File: config.mk
export PLATFORM = sky130hd
export DESIGN_NAME = mic_i2s_capture
export DESIGN_NICKNAME = d
export VERILOG_FILES = /design/src/rtl/mic_i2s_capture.sv
export SDC_FILE = /design/constraint.sdc
export NUM_CORES = 1
export LEC_CHECK = 0
export ABC_AREA = 1
export CAP_MARGIN = 30
export CORE_MARGIN = 8
export CORE_UTILIZATION = 55
export DETAILED_ROUTE_END_ITERATION = 6
export GPL_TIMING_DRIVEN = 0
export PLACE_DENSITY_LB_ADDON = 0.3
export SLEW_MARGIN = 10
export SYNTH_ARGS = -nofsm -noshare
export SYNTH_HDL_FRONTEND = slang
export SYNTH_SLANG_ARGS = --single-unit
File: constraint.sdc
create_clock -name mclk -period 4.3 [get_ports mclk]
set_clock_uncertainty 0.1 [all_clocks]
set_input_delay 0.86 -clock mclk [delete_from_list [all_inputs] [get_ports mclk]]
set_output_delay 0.86 -clock mclk [all_outputs]
set_load 0.01 [all_outputs]
File: src/rtl/mic_i2s_capture.sv
// mic_i2s_capture: I2S master receiver that generates sck/ws, deserialises one channel and pushes samples to a FIFO
module mic_i2s_capture #(
  parameter int CLK_DIV   = 4,
  parameter int SLOT_BITS = 32,
  parameter int DAT_WIDTH = 6,
  parameter int CHANNEL   = 0
) (
  input  logic                 mclk,
  input  logic                 reset,
  input  logic                 en,
  input  logic                 sd,
  output logic                 sck,
  output logic                 ws,
  input  logic                 fifo_full,
  output logic [DAT_WIDTH-1:0] sample,
  output logic                 wr,
  output logic                 overrun,
  output logic [7:0]           drop_cnt,
  input  logic                 clr_ovr
);
  localparam int DW = $clog2(CLK_DIV);
  localparam int BW = $clog2(2 * SLOT_BITS);
  localparam logic P_CH = CHANNEL != 0;
  logic [DW-1:0]        r_div;
  logic [BW-1:0]        r_bit;
  logic [DAT_WIDTH-1:0] r_shift;
  logic                 r_push;
  logic                 w_tc, w_rise, w_fall, w_hi, w_cap, w_push;
  logic [BW-1:0]        w_slot, w_bit_nxt;
  assign w_tc      = r_div == DW'(CLK_DIV - 1);
  assign w_rise    = w_tc && !sck;
  assign w_fall    = w_tc && sck;
  assign w_hi      = r_bit >= BW'(SLOT_BITS);
  assign w_slot    = w_hi ? r_bit - BW'(SLOT_BITS) : r_bit;
  assign w_bit_nxt = (r_bit == BW'(2 * SLOT_BITS - 1)) ? '0 : r_bit + 1'b1;
  // slot_bit 0 carries the previous word's LSB; the MSB follows one sck later
  assign w_cap     = w_rise && (w_hi == P_CH) && w_slot >= BW'(1) && w_slot <= BW'(DAT_WIDTH);
  assign w_push    = r_push && en;
  always_ff @(posedge mclk) begin
    if (reset) begin
      r_div    <= '0;
      r_bit    <= '0;
      r_shift  <= '0;
      r_push   <= 1'b0;
      sck      <= 1'b0;
      ws       <= 1'b0;
      sample   <= '0;
      wr       <= 1'b0;
      overrun  <= 1'b0;
      drop_cnt <= '0;
    end else begin
      wr <= 1'b0;
      if (!en) begin
        r_div   <= '0;
        r_bit   <= '0;
        r_shift <= '0;
        r_push  <= 1'b0;
        sck     <= 1'b0;
        ws      <= 1'b0;
      end else begin
        r_div  <= w_tc ? '0 : r_div + 1'b1;
        r_push <= w_cap && w_slot == BW'(DAT_WIDTH);
        if (w_tc) sck <= !sck;
        if (w_fall) begin
          r_bit <= w_bit_nxt;
          ws    <= w_bit_nxt >= BW'(SLOT_BITS);
        end
        if (w_cap) r_shift <= DAT_WIDTH'({r_shift, sd});
      end
      if (clr_ovr) begin
        overrun  <= 1'b0;
        drop_cnt <= '0;
      end
      if (w_push && !fifo_full) begin
        sample <= r_shift;
        wr     <= 1'b1;
      end
      // a drop in the same cycle as clr_ovr leaves exactly this one drop counted
      if (w_push && fifo_full) begin
        overrun  <= 1'b1;
        drop_cnt <= clr_ovr ? 8'd1 : drop_cnt + (&drop_cnt ? 8'd0 : 8'd1);
      end
    end
  end
endmodule
==> out/summary.txt <==
Status: finished clean
Initial antenna violation count: 0
Flop and latch count out of synthesis: 33
Final WS setup: 2.00 ns
Syn Inst Count: 188
RSZ-0062 raised after global routing: false
Die footprint: 4470 um2
Pwr Total: 0.000521 W
Slew @ Worst Pin: 0.442 ns
Fillcell total: 209
Row count: 18
Hold Crit Class: reg2reg
Final std cells w/o fill: 249
Via count: 1306
Register Area: 661 um2
DP Wirelength: 2300 um
Final #Nets: 231
Critical Path AT: 1.34 ns
Synth cell types: 24
CP peak stage delay: 0.57 ns
TritonCTS buffer count: 5
Buffers plus inverters on the worst setup path: 1
Share of the synthesized area in the top cell type: 46.4%
CP endpoint kind: output port
Core ar.: 2480 um2
Area of the multi-input gates: 682 um2
Pre-CTS setup slack: 1.99 ns
Worst r2r dst: drop_cnt[6]
I/O pin count: 24
Gr ovfl total: 0
Post-route ant nets: 0
R2R setup slack: 2.58 ns
Gpl congestion: 0.823
Ranking of synthesized cells by area: dfxtp_1, nor2_1, nand2_1
PwrDens: 296 nW/um2
Worst reg2reg startpoint: drop_cnt[2]
Fin. max-slew vios: 0
Crit path required time: 3.34 ns
Most frequent cells in the layout: nor2_1, dfxtp_1, nand2_1, clkdlybuf4s50_1, inv_1
Number of global-route vias before repair: 1156
Dpl cells: 241
Clock root buffer: clkbuf_4
Crit-path cells: clkdlybuf4s50_1
Area added between synthesis and finish: 23.7%
Clk sink count: 33
Global-route usage over all layers: 13.8%
Synth Warn #: 0
Syn Nets: 201
Drt total wl: 2990 um
PortBufs: 23
Max VDD drop: 0.000243 V
Hold endpoint: r_div[0]
DRC Markers: 0
Mapped cell area: 1420 um2
Starting Density: 57.5%
Max Cap Viol: 0
Yosys top cell by area: dfxtp_1
Largest net degree at the start of global routing: 11
Max H-tree Level: 2
Fmax: 434 MHz
Slowest-stage cell, CP: clkdlybuf4s50_1
Layout cell share with drive strength beyond 1: 10.5%
Post-CTS sizing: 0
Avg Cell Area, Syn: 7.57 um2
Post-DR vias/cell: 5.24
CTS max path bufs: 2
Final setup TNS: 0 ns
1st-pass router iterations: 4
Min-delay src: r_div[0]
Cell family with most CP delay: buffers and inverters
Initial DRC count: 67
CTS tree: yes
First-pass GRT wire length: 4840 um
Final setup violating endpoints: 0
Startpoint types: register
Worst reg2reg path depth: 11
Clk_lat worst skew: 0.34 ns
Number of diodes: 0
LEAKAGE: 0.685 nW
Hold Fails Final Rpt: 0
Setup Buffers After CTS: 0
Clk slew on worst S/H paths: 0.10 ns
Setup Crit Path Kind: reg2out
Hold depth: 1
Die Wd: 66.9 um
Avg WL per Cell: 12.0 um
Minimum clock period: 2.30 ns
Slew headroom: 70.4%
Final period utilization: 53.6%
Number of hold buffers added after CTS: 0
Sequential share of the synthesized area: 46.4%
Die height: 66.9 um
Most common cell after layout, fill and taps aside: nor2_1
Crit Path Max Fanout: 6
## cell usage after synthesis
master    count
nor3b_1       1
inv_2         5
ha_1          7
nand3_1       7
nand2_1      27
nor2_4        1
o21ai_1       9
a21oi_1      11
inv_1        13
clkinv_2      1
nand4_1       3
nor4_2        1
o21ai_0      10
nand2_2       2
nor3_1        4
nor3b_2       1
nand3_4       1
nor2_2        2
clkinv_1      1
or2_1         1
nor2_1       45
buf_2         1
dfxtp_1      33
nand3b_1      1
## layer usage
layer	global-route usage, %	vias to the layer above	part of all wire (%)
met4	5.74	0	0.67
li1	-	667	-
met5	0	-	0
met2	24.5	26	51
met3	5.54	2	7.0
met1	14.1	611	42
## registers in the layout, summed over array words and instances, names as in the netlist
register and cells:
wr 1, sample 6, drop_cnt 8, r_shift 6
r_div 2, overrun 1, sck 1, ws 1
r_bit 6, r_push 1
## cell type report
class | instances | share of cell area (%)
Buffer | 1 | 0.284
Clock buffer | 7 | 3.69
Clock inverter | 1 | 0.284
Inverter | 20 | 4.33
Multi-Input combinational cell | 134 | 38.7
Sequential cell | 33 | 37.5
Tap cell | 30 | 2.13
Timing Repair Buffer | 23 | 13.1
## how the worst max path moves through the flow
stage,startpoint,endpoint,slack (ns),depth (start not counted)
after floorplan,drop_cnt[3],drop_cnt[6],2.72,11
after global placement,reset,r_bit[0],2.05,7
after detailed placement,reset,r_bit[4],1.99,7
after CTS,drop_cnt[5],drop_cnt[5],1.98,1
after global routing,drop_cnt[5],drop_cnt[5],1.93,1
final,drop_cnt[2],drop_cnt[2],2.00,1
## where the power goes
group	total [W]	switching (W)	internal, W
registers	0.000307	0.000000527	0.000306
logic	0.0000170	0.00000945	0.00000751
clock network	0.000197	0.000103	0.0000947
## logic make-up (layout without fill, tap and decap cells)
family	count (synthesis)	count (layout)	synth area share, %
AO/OA/AOI/OAI	30	30	10.5
adder cells (fa/ha/maj)	7	7	6.15
buffers and inverters	21	52	5.71
flip-flops	33	33	46.4
AND/OR/NAND/NOR	97	97	31.2
## stage by stage
step,util (%),hold slack (ns),area (um2)
2_1_floorplan,-,0.304,1420
5_1_grt,71.1,0.402,1760
4_1_cts,71.1,0.364,1760
3_5_place_dp,68.3,0.341,1690
3_3_place_gp,68.3,0.315,1690
6_report,71.1,0.360,1760
No activity file was read; power rests on OpenSTA's default activity.
